===== config.mk =====
export PLATFORM = sky130hd
export DESIGN_NAME = multi_zone_thermostat
export DESIGN_NICKNAME = d
export VERILOG_FILES = /design/src/rtl/multi_zone_thermostat.sv
export SDC_FILE = /design/constraint.sdc
export NUM_CORES = 1
export LEC_CHECK = 0
export ABC_CLOCK_PERIOD_IN_PS = 6680
export CORE_ASPECT_RATIO = 1.1
export CORE_MARGIN = 4
export CORE_UTILIZATION = 50
export DETAILED_ROUTE_END_ITERATION = 8
export PLACE_DENSITY = 0.66
export RECOVER_POWER = 50
export SLEW_MARGIN = 20
export SYNTH_ARGS = -nofsm -noshare
export SYNTH_HDL_FRONTEND = slang
export SYNTH_SLANG_ARGS = --single-unit
export TNS_END_PERCENT = 1

===== constraint.sdc =====
create_clock -name clk -period 6.68 [get_ports clk]
set_input_delay 1.002 -clock clk [delete_from_list [all_inputs] [get_ports clk]]
set_output_delay 1.002 -clock clk [all_outputs]
set_load 0.005 [all_outputs]

===== src/rtl/multi_zone_thermostat.sv =====
// Multi-zone thermostat: debounced setpoint buttons, per-zone temperature
// registers with staleness tracking, and a hysteretic heat/cool FSM per zone.
module multi_zone_thermostat #(
  parameter int NUM_ZONES       = 4,
  parameter int TEMP_W          = 8,
  parameter int SP_DEFAULT      = 25,
  parameter int SP_MIN          = 16,
  parameter int SP_MAX          = 32,
  parameter int HYST            = 1,
  parameter int DEBOUNCE_CYCLES = 1000000,
  parameter int REPEAT_CYCLES   = 30000000,
  parameter int STALE_CYCLES    = 300000000,
  localparam int ZW = (NUM_ZONES > 1) ? $clog2(NUM_ZONES) : 1
) (
  input  logic                 clk,
  input  logic                 reset,
  input  logic                 btn_up,
  input  logic                 btn_down,
  input  logic                 mode_switch,
  input  logic [ZW-1:0]        zone_sel,
  input  logic                 temp_valid,
  input  logic [ZW-1:0]        temp_zone,
  input  logic [TEMP_W-1:0]    temp_in,
  output logic [TEMP_W-1:0]    display_temp,
  output logic [NUM_ZONES-1:0] heat_on,
  output logic [NUM_ZONES-1:0] cool_on,
  output logic [NUM_ZONES-1:0] zone_fault,
  output logic                 sp_at_limit
);

  localparam int DBW = $clog2(DEBOUNCE_CYCLES + 1);
  localparam int RPW = $clog2(REPEAT_CYCLES + 1);
  localparam int STW = $clog2(STALE_CYCLES + 1);

  localparam logic [DBW-1:0]    DB_MAX  = DBW'(DEBOUNCE_CYCLES - 1);
  localparam logic [RPW-1:0]    REP_MAX = RPW'(REPEAT_CYCLES);
  localparam logic [STW-1:0]    ST_MAX  = STW'(STALE_CYCLES);
  localparam logic [TEMP_W-1:0] SPDEF   = TEMP_W'(SP_DEFAULT);
  localparam logic [TEMP_W-1:0] SPMIN   = TEMP_W'(SP_MIN);
  localparam logic [TEMP_W-1:0] SPMAX   = TEMP_W'(SP_MAX);
  localparam logic [TEMP_W:0]   HYS     = (TEMP_W + 1)'(HYST);
  localparam logic [ZW:0]       NZ      = (ZW + 1)'(NUM_ZONES);

  typedef enum logic [1:0] {
    S_FAULT,
    S_IDLE,
    S_HEAT,
    S_COOL
  } state_t;

  // bit 0 = up, bit 1 = down
  logic [1:0]     r_s1;
  logic [1:0]     r_s2;
  logic [1:0]     r_db;
  logic [1:0]     r_db_d;
  logic [DBW-1:0] r_dcnt [2];
  logic [RPW-1:0] r_rep  [2];
  logic           w_both;
  logic [1:0]     w_step;

  logic [TEMP_W-1:0] r_sp    [NUM_ZONES];
  logic [TEMP_W-1:0] r_temp  [NUM_ZONES];
  logic [STW-1:0]    r_stale [NUM_ZONES];
  state_t            r_st    [NUM_ZONES];
  state_t            w_nx    [NUM_ZONES];
  logic [TEMP_W:0]   w_t     [NUM_ZONES];
  logic [TEMP_W:0]   w_s     [NUM_ZONES];

  logic [NUM_ZONES-1:0] w_acc;
  logic                 w_sel_ok;
  logic                 w_zone_ok;
  logic [TEMP_W-1:0]    r_disp;
  logic                 r_lim;

  assign w_both    = r_db[0] & r_db[1];
  assign w_sel_ok  = {1'b0, zone_sel} < NZ;
  assign w_zone_ok = {1'b0, temp_zone} < NZ;

  always_ff @(posedge clk or negedge reset) begin
    if (!reset) begin
      r_s1   <= '0;
      r_s2   <= '0;
      r_db   <= '0;
      r_db_d <= '0;
      for (int b = 0; b < 2; b++) begin
        r_dcnt[b] <= '0;
        r_rep[b]  <= '0;
      end
    end else begin
      r_s1   <= {btn_down, btn_up};
      r_s2   <= r_s1;
      r_db_d <= r_db;
      for (int b = 0; b < 2; b++) begin
        if (r_s2[b] == r_db[b]) begin
          r_dcnt[b] <= '0;
        end else if (r_dcnt[b] == DB_MAX) begin
          r_db[b]   <= r_s2[b];
          r_dcnt[b] <= '0;
        end else begin
          r_dcnt[b] <= r_dcnt[b] + DBW'(1);
        end
        // counts cycles since the press so repeats land on multiples
        if (!r_db[b] || w_both) begin
          r_rep[b] <= '0;
        end else if (r_rep[b] == REP_MAX) begin
          r_rep[b] <= RPW'(1);
        end else begin
          r_rep[b] <= r_rep[b] + RPW'(1);
        end
      end
    end
  end

  always_comb begin
    w_step = '0;
    for (int b = 0; b < 2; b++) begin
      w_step[b] = !w_both && r_db[b] &&
                  (!r_db_d[b] || r_rep[b] == REP_MAX);
    end
  end

  always_ff @(posedge clk or negedge reset) begin
    if (!reset) begin
      for (int i = 0; i < NUM_ZONES; i++) begin
        r_sp[i] <= SPDEF;
      end
    end else if (mode_switch && w_sel_ok) begin
      if (w_step[0] && r_sp[zone_sel] < SPMAX) begin
        r_sp[zone_sel] <= r_sp[zone_sel] + TEMP_W'(1);
      end else if (w_step[1] && r_sp[zone_sel] > SPMIN) begin
        r_sp[zone_sel] <= r_sp[zone_sel] - TEMP_W'(1);
      end
    end
  end

  always_comb begin
    w_acc = '0;
    for (int i = 0; i < NUM_ZONES; i++) begin
      w_acc[i] = temp_valid && w_zone_ok && (temp_zone == ZW'(i));
    end
  end

  always_ff @(posedge clk or negedge reset) begin
    if (!reset) begin
      for (int i = 0; i < NUM_ZONES; i++) begin
        r_temp[i]  <= '0;
        r_stale[i] <= '0;
      end
    end else begin
      for (int i = 0; i < NUM_ZONES; i++) begin
        if (w_acc[i]) begin
          r_temp[i]  <= temp_in;
          r_stale[i] <= '0;
        end else if (r_stale[i] != ST_MAX) begin
          r_stale[i] <= r_stale[i] + STW'(1);
        end
      end
    end
  end

  for (genvar g = 0; g < NUM_ZONES; g++) begin : g_cmp
    assign w_t[g] = {1'b0, r_temp[g]};
    assign w_s[g] = {1'b0, r_sp[g]};
  end

  always_ff @(posedge clk or negedge reset) begin
    if (!reset) begin
      for (int i = 0; i < NUM_ZONES; i++) begin
        r_st[i] <= S_FAULT;
      end
    end else begin
      for (int i = 0; i < NUM_ZONES; i++) begin
        r_st[i] <= w_nx[i];
      end
    end
  end

  always_comb begin
    for (int i = 0; i < NUM_ZONES; i++) begin
      w_nx[i] = r_st[i];
      unique case (r_st[i])
        S_FAULT: if (w_acc[i]) w_nx[i] = S_IDLE;
        S_IDLE: begin
          if (w_t[i] + HYS < w_s[i]) begin
            w_nx[i] = S_HEAT;
          end else if (w_t[i] > w_s[i] + HYS) begin
            w_nx[i] = S_COOL;
          end
        end
        S_HEAT: if (w_t[i] >= w_s[i]) w_nx[i] = S_IDLE;
        S_COOL: if (w_t[i] <= w_s[i]) w_nx[i] = S_IDLE;
        default: w_nx[i] = S_FAULT;
      endcase
      // a reading in the same cycle rescues the zone from going stale
      if (r_st[i] != S_FAULT && r_stale[i] == ST_MAX && !w_acc[i]) begin
        w_nx[i] = S_FAULT;
      end
    end
  end

  always_comb begin
    heat_on    = '0;
    cool_on    = '0;
    zone_fault = '0;
    for (int i = 0; i < NUM_ZONES; i++) begin
      heat_on[i]    = (r_st[i] == S_HEAT);
      cool_on[i]    = (r_st[i] == S_COOL);
      zone_fault[i] = (r_st[i] == S_FAULT);
    end
  end

  always_ff @(posedge clk or negedge reset) begin
    if (!reset) begin
      r_disp <= '0;
      r_lim  <= 1'b0;
    end else begin
      if (!w_sel_ok) begin
        r_disp <= '0;
      end else if (mode_switch) begin
        r_disp <= r_sp[zone_sel];
      end else begin
        r_disp <= r_temp[zone_sel];
      end
      r_lim <= w_sel_ok &&
               (r_sp[zone_sel] == SPMIN || r_sp[zone_sel] == SPMAX);
    end
  end

  assign display_temp = r_disp;
  assign sp_at_limit  = r_lim;

endmodule


=== Word level (Yosys, flattened, before mapping) ===
Cells that the tools add are included.

* Bits in registers: 295
* Input port bits: 18
* Output and inout port bits: 21

* Reductions and logical operators: 54
* Bitwise gates (word level): 4
* Equality and inequality tests: 47
* $add $sub $neg: 18
* $lt $le $gt $ge: 20
* Multiplexer cells: 57

{| class="wikitable"
|+ Operators with widths
! operator !! count
|-
| 2-to-1 mux 29 bit || 8
|-
| adder 29 x 1 -> 29 bit, second input constant || 4
|-
| == test 29 bit, second input constant || 4
|-
| inequality test 29 bit, second input constant || 4
|-
| 2-to-1 mux 25 bit || 4
|-
| 2-to-1 mux 20 bit || 4
|-
| adder 8 x 1 -> 9 bit, second input constant || 8
|-
| bitwise mux 32 bit || 2
|-
| 2-to-1 mux 32 bit || 2
|-
| adder 25 x 1 -> 25 bit, second input constant || 2
|-
| == test 25 bit, second input constant || 2
|-
| 2-to-1 mux 2 bit || 24
|-
| 2-to-1 mux 8 bit || 6
|-
| adder 20 x 1 -> 20 bit, second input constant || 2
|-
| == test 20 bit, second input constant || 2
|-
| > comparator 8 x 9 -> 1 bit || 4
|-
| < comparator 9 x 8 -> 1 bit || 4
|-
| inequality test 3 x 1 -> 1 bit, second input constant || 12
|-
| binary-select mux 8 bit (select 2 bit) || 2
|-
| >= comparator 8 bit || 4
|-
| less-or-equal comparator 8 bit || 4
|-
| one-hot mux 2 bit (4 select lines) || 4
|-
| == test 2 bit, second input constant || 10
|-
| logical AND 1 bit || 19
|-
| other kinds (21) || 59
|}

=== Longest topological paths before layout ===
Gate-level depths: netlist of run 1.

* Depth after elaboration: 8
* Depth in mapped cells: 12

=== Worst setup path before layout of run 1 ===
No wires, ideal clock.

* Path kind: in2reg
* Start: in zone_sel[1]
* End: reg r_sp[30] in the netlist's numbering
* Stages: 11
* Data required time: 6.552 ns
* Path slack: 3.061 ns
* Arrival: 3.491 ns
* Setup time: 0.128 ns
* Cell sequence: buf_2 mux4_2 clkbuf_1 inv_1 ha_1 or3b_1 a21oi_1 a211o_2 buf_2 a21oi_4 mux2_1

* Longest elaborated chain between the ends: 8

{| class="wikitable"
|+ Ends and longest elaborated chain
! element !! RTL line !! source
|-
| start: declaration || 20 || <nowiki>input logic [ZW-1:0] zone_sel,</nowiki>
|-
| NOT 2 -> 3 bit (not written as such) * || - ||
|-
| binary-select mux 8 bit (select 2 bit), or another cell as far along || - ||
|-
| 2-to-1 mux 8 bit (not written as such) or logical AND 1 bit (tied branches) || - ||
|-
| 2-to-1 mux 8 bit, on equally long branches || - ||
|-
| subtractor 8 x 1 -> 8 bit, or another cell as far along || 131 || <nowiki>r_sp[zone_sel] <= r_sp[zone_sel] - TEMP_W'(1);</nowiki>
|-
| bitwise mux 32 bit, or another cell as far along || 131 ||
|-
| 2-to-1 mux 32 bit or nonzero test 2 bit (tied branches) || - ||
|-
| 2-to-1 mux 32 bit or AND reduction 2 bit (tied branches) || - ||
|-
| end signal: indexed assignment || 129 || <nowiki>r_sp[zone_sel] <= r_sp[zone_sel] + TEMP_W'(1);</nowiki>
|-
| end signal: indexed assignment || 131 ||
|-
| end: declaration || 61 || <nowiki>logic [TEMP_W-1:0] r_sp [NUM_ZONES];</nowiki>
|}

Mark *: on every way between the ends. The rest lies on a longest branch, timed or not. The select of a mux whose other input is x is not followed.
A chain may end at the register's enable or synchronous reset.

==> results by stage, run 1 <==
CTS:
- After clock tree synthesis, the flow added hold-fix buffers numbering 0.
- Gates resized during post-CTS repair numbered 0.
- The number of CTS-inserted buffers is 36.
- The buffer cell driving the clock tree root is sky130_fd_sc_hd__clkbuf_16.
- The clock edge transition at the registers on the reported setup and hold paths is 60 ps.
- The tree built by TritonCTS fans out to 295 sinks.
- The number of setup buffers added after CTS is 0.
- TritonCTS built the clock tree.
- CTS built an H-tree with a depth of 2.
- The later pin in the worst-skew pair is clocked with a latency of 520 ps.
- The maximum buffer depth of the clock tree is 3.

Drt:
- The iteration-0 DRC count of the detailed router is 765.
- The wire length reported by the detailed router is 38230 um.
- The sum of routed wire segments on met1 is 17310 um.
- After detailed routing, the average wire length per cell comes to between 15 and 20 um.
- After detailed routing, the met2 layer carries ~19000 um of wire.
- The routed via count is 12860.
- After detailed routing, no signal wire sits above met4.
- The final antenna-violating net count is 0.
- The met3 wire length is 1371 um.
- The number of DRC violations after detailed routing is 0.
- The first TritonRoute pass finished after 5 iterations.
- Dividing the detail-routed via count by the number of cells gives 5.658.

Floorplan:
- For this configuration, the core starts out at a cell density of 0.5066.
- The total core area is 34200 sq um.
- The die span in x is 185.5 um.
- The initialized floorplan defines 71 standard-cell rows.
- Measured along the y axis, the die boundary spans 203.2 um.
- The number of ports placed on the die boundary is 39.
- The die covers between 30000 and 40000 sq um.

Logic synthesis:
- The number of instances in the synthesized netlist is 1774.
- The proportion of register bits with asynchronous set or reset after synthesis is 1.000.
- The count of warnings emitted by yosys is 0.
- The sequential cell area fraction in the yosys report is 0.4269.
- The largest total area in the synthesized netlist belongs to sky130_fd_sc_hd__dfrtp_1.
- The netlist area before placement is between 15000 and 20000 sq um.
- The most common flop cell mapped by yosys is sky130_fd_sc_hd__dfrtp_1.
- Counting flops with a built-in enable in the synthesized netlist gives 0.
- After synthesis, the cell types taking the most area are sky130_fd_sc_hd__dfrtp_1 41%, sky130_fd_sc_hd__ha_1 8.7%, sky130_fd_sc_hd__xor2_1 6.3%, sky130_fd_sc_hd__nor2_1 5.3%, sky130_fd_sc_hd__xnor2_1 5.2%.
- After synthesis, the netlist uses 68 different library cells.
- The post-synthesis area per instance is ~10 sq um.
- The register bit count reported by yosys is between 200 and 300.
- The share of synthesized area in the top cell type comes to 0.4087.
- The number of nets handed over by synthesis was between 1500 and 2000.

Global route:
- Across every metal layer, demand over resource in global routing totals 0.2077.
- The total global routing overflow is 0.
- The number of antenna violations at the first check in global routing is 1.
- The via count of the first global-routing pass is 13130.
- Entering global routing, the biggest net connects 129 pins.
- The first global-routing pass estimated 65240 um of wire.

Setup path:
- Of all nets on the critical path, the largest fanout is 128.
- For the worst flop-to-flop path, the logic depth is 8.
- Grouping stages by cell kind, the critical path spends the most delay in buffers and inverters.
- The dominant cell type by count on the critical path is sky130_fd_sc_hd__clkbuf_2.
- The worst setup path is captured at an async pin.
- The nature of the critical path startpoint is an input pin.
- The number of buffer and inverter stages on the critical path is 2.
- The worst setup path category is in2async.
- In this design, the stage delay of the slowest critical-path cell is 2140 ps.
- The depth of the critical timing path with buffers and inverters included is 2.
- The worst register-to-register path begins at r_rep[25].
- The data required time at the worst endpoint is 7030 ps.
- The cell at the slowest stage of the critical path is sky130_fd_sc_hd__clkbuf_2.
- Walking the worst path, the cells encountered are clkbuf_2 > clkbuf_2.
- The critical path startpoint is reset.
- The arrival time reported for the critical path endpoint is 4720 ps.

STA:
- The relative slew slack is -1.126.
- Hold is met by 346.0 ps.
- The setup-violating endpoint count in the final report is 0.
- The transition time at the pin with the least slew margin is 3189 ps.
- Of the available clock period, the critical path in the final layout requires 0.6544.
- The number of hold-slack violations in the final timing report is 0.
- The total count of max-transition violations in the final report is ~390.
- Setup repair after global routing left no endpoint under its margin.
- The worst path needs around 4400 ps of the cycle, external delays included.
- Setup total negative slack on the finished layout was measured at 0 ps.
- Across the routed clock network, the largest skew measured is 15.62 ps.
- The highest attainable clock frequency is 228.8 MHz.

Finish:
- The filler cells instantiated in the layout total 3035.
- The fraction of final layout cells with drive strength greater than 1 is 0.08501.
- The final standard cell count with taps included and fillers excluded is 2273.
- With fillers left out, the area of the finished cells amounts to ~19000 sq um.
- The number of diodes is 0.
- The layout overhead on the synthesized area is 11.78%.
- Leaving out fill and tap cells, the most frequent cells in the layout are 283 x sky130_fd_sc_hd__dfrtp_1, 241 x sky130_fd_sc_hd__nor2_1, 125 x sky130_fd_sc_hd__xor2_1, 120 x sky130_fd_sc_hd__ha_1.
- The most common library cell in the layout ignoring fill and taps is sky130_fd_sc_hd__dfrtp_1.
- In the final design database the tool counted 1948 nets.

Placed design:
- The number of placed instances, taps included, is 2210.
- The half-perimeter wire length after placement is 26680 um.
- The count of buffers added on input and output ports is 38.
- The placed instances occupy a cell area of 18120 sq um.
- The final RePlAce weighted congestion is a little under 0.9.

Worst hold path:
- The min-delay analysis places its worst path in the category reg2reg.
- The worst hold path begins at r_s1[1].
- The worst hold path was traced through 0 stages.

Job:
- The tool flagged a number of max-cap violations equal to 7.

Power and ir drop:
- The maximum vdd ir drop is 166.1 uV.
- The analysis attributes to cell leakage a power of 8.360 nW.
- The power per standard cell area is around 270 nW/um^2.

Status:
- The flow ran to the end, but the final reports show violations.
- The checks that failed: capacitance limit, slew limit.
power by group:
| part | leakage, nW | switching, W | internal [W] | total [W] |
|---|---|---|---|---|
| Sequential | 3.92 | 0.000234 | 0.00192 | 0.00216 |
| Clock | 0.635 | 0.000754 | 0.00136 | 0.00211 |
| Combinational | 3.80 | 0.000411 | 0.000456 | 0.000867 |
metal layers:
layer,vias to the layer above,track usage
met5,-,0
met4,0,0.06240
met3,75,0.03478
met2,212,0.3477
met1,6308,0.2778
li1,6265,-
cells in the mapped netlist, drive strengths merged, types with 5 or more instances:
cell type,count
a21o,16
or3,27
nor4,18
nand4b,5
xnor2,102
nor2,243
mux2,55
a31oi,6
and4,15
nor4b,12
nor2b,27
o21a,10
mux2i,5
ha,120
xor2,125
nand2b,12
or2,10
mux4,16
and2,14
nor4bb,8
nand2,112
nand4,43
and3,47
inv,74
buf,11
nor3,21
nand3,112
a21oi,67
o21ai,58
clkbuf,36
dfstp,12
o22ai,5
dfrtp,283
worst paths after layout:
kind,to,slack [ps]
worst min register to register,r_s2[1],350
worst min-delay path,r_s2[1],350
max in group clk,r_sp[30],2490
worst max register to register,r_sp[13],3590
worst max-delay path,r_stale[109],2310
min in group asynchronous,r_rep[33],1490
cells by family after synthesis:
logic type	synth area share
muxes	0.05943
buffers and inverters	0.02773
AOI/OAI and AO/OA	0.06824
adders and majority gates	0.08666
DFF	0.4269
xor gates and xnor gates	0.1147
and+or+nand+nor	0.2163
area by class of cell:
class / instances / area (sq um) / area share
repair buffers: 45 / 401.6 / 0.02074
flip-flops and latches: 295 / 7397 / 0.3819
well taps: 438 / 548.0 / 0.02830
inverters: 74 / 277.8 / 0.01434
multi-input cells: 1358 / 9454 / 0.4881
clock buffers: 49 / 1041 / 0.05375
clock inverters: 14 / 247.7 / 0.01279
per-stage QoR:
step                total power, W  utilization  worst slack [ps]
finish                    0.005133       0.5663              2309
global route              0.005411       0.5663              1392
CTS                       0.005194       0.5675              2370
detailed placement        0.003054       0.5298              1826
global placement          0.003012       0.5298              1908
floorplan                 0.002696            -              3061
sequential cells by signal, summed over array words and instances (netlist names), 8 cells and up, named ones only:
| name | flops |
|---|---|
| r_temp | 32 |
| r_stale | 116 |
| r_rep | 50 |
| r_dcnt | 40 |
| r_sp | 28 |
| r_st | 8 |
| display_temp | 8 |
Power figures use the tool's default switching activity.
==> run 2: changes to the inputs <==
ABC_CLOCK_PERIOD_IN_PS = 3700   (was 6680)
PLACE_DENSITY = 0.69   (was 0.66)
clock period = 3.7 ns   (was 6.68 ns; I/O delays follow)
==> run 2 against run 1 <==
The run still ends with capacitance limit, slew limit left. Final area is 0.33% higher. Worst hold slack improved by 2.2 ps. Wire length shrank 2.6%. Setup slack lost 1800 ps. Critical endpoint is now r_sp[30].
==> results by stage, run 2 (synthesis results as in run 1) <==
CTS:
- TritonCTS built the clock tree.
- The number of CTS-inserted buffers is 36.
- The number of clock sinks seen by CTS is 295.
- After clock tree synthesis, the setup repair step added 0 buffers.
- Clock-pin slew was measured on the worst setup and hold paths at 50 ps.
- The tree is rooted in a sky130_fd_sc_hd__clkbuf_16.
- The clock passes through at most 3 buffers.
- Post-CTS repair changed the size of 0 cells.
- The worst-skew pair later-pin latency is around 520 ps.
- CTS built an H-tree with a depth of 2.
- The number of hold buffers added after CTS is 0.

Finish:
- 0 antenna diodes ended up in the layout.
- The register with the most flip-flops is r_stale.
- The largest registers in the layout are r_stale: 116 flops, r_rep: 50 flops, r_dcnt: 40 flops.
- The final-layout fill cell count is 2926.
- In the layout the commonest cells are 283 x sky130_fd_sc_hd__dfrtp_1, 241 x sky130_fd_sc_hd__nor2_1, 125 x sky130_fd_sc_hd__xor2_1, 120 x sky130_fd_sc_hd__ha_1.
- The layout overhead on the synthesized area is 12.15%.
- The fraction of final layout cells with drive strength greater than 1 is 0.09331.
- The register with the most flip-flops in the layout has about 120 of them.
- The final-stage net count is around 2000.
- Leaving out filler cells and counting taps, the final layout contains approximately 2300.
- The library cell used most frequently in the layout, excluding fill and tap cells, is sky130_fd_sc_hd__dfrtp_1.

Global route:
- The number of antenna violations at the first check in global routing is 1.
- The maximum number of pins on one net before global-route repair is 88.
- For met3 alone, demand over resource in global routing was 0.02997.
- For this run the aggregate overflow at the end of global routing stands at 0.
- The via count of the first global-routing pass is 12690.
- The met2 track utilization from global routing is 0.3239.
- In the global route stage, overall resource usage came out at 0.2005.
- The first global-routing pass estimated 63400 um of wire.
- For this run, global-route usage on met1 was measured as 0.2811.
- met2 is the most crowded layer.

Placed design:
- After legalization and detailed placement, the total HPWL measured about 27000 um.
- During placement, the flow inserted port buffers numbering 38.
- In this run, placement finished with an instance count of 2229.
- The worst setup slack before clock tree synthesis is about 57 ps.
- The final RePlAce weighted congestion is 0.9037.

Power and ir drop:
- In this run the static leakage power is between 8 and 9 nW.
- The post-layout total power is 0.008889 W.
- The combinational group share of total power is 0.179.
- Across the VDD grid, the largest voltage drop is 346.8 uV.
- The share of total power in sequential cells is 0.436.
- The net switching fraction of the power is 0.2810.
- The reported net switching power is 0.002497 W.
- The clock share of power is 0.385.
- The internal power of the cells totals 0.006391 W.
- For this design the ratio of total power to cell area is 457.4 nW/um^2.

Setup path:
- The largest fanout on the critical path is 14.
- The arrival time reported for the critical path endpoint is 3570 ps.
- The nature of the critical path startpoint is an input pin.
- The path depth of the worst reg2reg path is 9.
- The data required time at the worst endpoint is about 4100 ps.
- The worst setup path is captured at a flip-flop.
- The worst setup path category is in2reg.

STA:
- The worst path setup slack after routing is 519.0 ps.
- The total count of max-transition violations in the final report is 86.
- The number of hold-slack violations in the final timing report was 0.
- The sum of negative setup slack is 0 ps.
- In the finished design, the share of the clock period the worst path needs comes to 0.8597.
- Setup repair after global routing left no endpoint under its margin.
- For the pin with the worst max-slew slack, the measured transition is roughly 2200 ps.
- The highest attainable clock frequency is 314.4 MHz.
- The relative slew slack is -0.4826.
- The worst clock skew on the final layout is approximately 14 ps.
- The shortest clock period the worst path allows after layout is 3181 ps.
- The setup-violating endpoint count in the final report is 0.

Drt:
- In the final routed layout, each cell accounts on average for 16.24 um.
- The iteration-0 DRC count of the detailed router is 787.
- The number of optimization iterations in the first detailed-route pass is 5.
- Using the TritonRoute via totals, the vias-per-cell ratio works out to ~5.6.
- The wire length reported by the detailed router is approximately 37000 um.
- The detail route stage leaves a number of antenna-violating nets equal to 0.
- For this run, design rule violations remaining after detail routing come to 0.
- The routed via count is 12950.

Floorplan:
- Measured along the y axis, the die boundary spans 203.2 um.
- In this run the count of I/O pins placed on the die edge is 39.
- The initial utilization of the core area, before any placement, comes to 0.5066.
- The total core area is 34200 sq um.
- The floorplan has 71 rows.
- The overall die area is 37700 sq um.
- The die is about 190 um wide.

Worst hold path:
- The worst hold path depth is 0.
- The worst hold path belongs to the class reg2reg.

Status:
- The flow ran to the end, but the final reports show violations.
- The final reports fail on capacitance limit, slew limit.

Job:
- Max-cap violations in this run came to 1.
## run 2: changes by cell type in the layout (fill, tap and decap cells not counted), sizes merged
cell | before | now
buf | 2 | 21
bufinv | 7 | 1
clkbuf | 56 | 62
clkinv | 6 | 3
clkdlybuf4s50 | 33 | 35
inv | 74 | 76
dlygate4sd3 | 3 | 2
## run 2: layout make-up
cell class | instances | area, sq um | share of cell area
Clock buffer | 56 | 1087 | 0.05596
Multi-Input combinational cell | 1358 | 9459 | 0.4868
Inverter | 74 | 277.8 | 0.01429
Sequential cell | 295 | 7397 | 0.3807
Clock inverter | 7 | 70.07 | 0.003606
Timing Repair Buffer | 64 | 591.8 | 0.03046
Tap cell | 438 | 548.0 | 0.02820
## run 2: path summary, 6_finish.rpt
path                       slack [ps]           to        start
min in group asynchronous         660  r_stale[99]        reset
max in group asynchronous         910      r_sp[5]        reset
max                               520     r_sp[30]  zone_sel[1]
min reg2reg                       350      r_s2[0]      r_s1[0]
min                               350      r_s2[0]      r_s1[0]
max reg2reg                       800     r_sp[13]    r_rep[25]
## run 2: metal layers
layer | wire length (um) | vias up
met5 | 6 | -
met4 | 1038 | 2
met3 | 1632 | 76
met2 | 17460 | 255
met1 | 17090 | 6315
li1 | - | 6301
## run 2: per-stage QoR
stage                     cell area (sq um)    util  hold WS [ps]
after global placement                18310  0.5352         335.1
after floorplan                       17330       -         259.4
after global routing                  19430  0.5681         355.5
final                                 19430  0.5681         348.2
after detailed placement              18310  0.5352         337.1
after CTS                             19460  0.5691         68.21
## run 2: critical path: stages
cell	delay, ps
sky130_fd_sc_hd__clkdlybuf4s50_1	650
sky130_fd_sc_hd__buf_4	280
sky130_fd_sc_hd__mux4_2	340
sky130_fd_sc_hd__inv_1	80
sky130_fd_sc_hd__ha_1	190
sky130_fd_sc_hd__or3b_1	420
sky130_fd_sc_hd__a21oi_1	190
sky130_fd_sc_hd__a211o_2	360
sky130_fd_sc_hd__a21oi_4	160
sky130_fd_sc_hd__mux2_1	340
## run 2: power by group through the flow
stage | Combinational [W] | Sequential, W | Clock (W)
after CTS | 0.00161 | 0.00387 | 0.00351
after floorplan | 0.00110 | 0.00377 | 0
after global routing | 0.00183 | 0.00392 | 0.00366
after detailed placement | 0.00160 | 0.00393 | 0
final | 0.00159 | 0.00388 | 0.00342
after global placement | 0.00154 | 0.00392 | 0
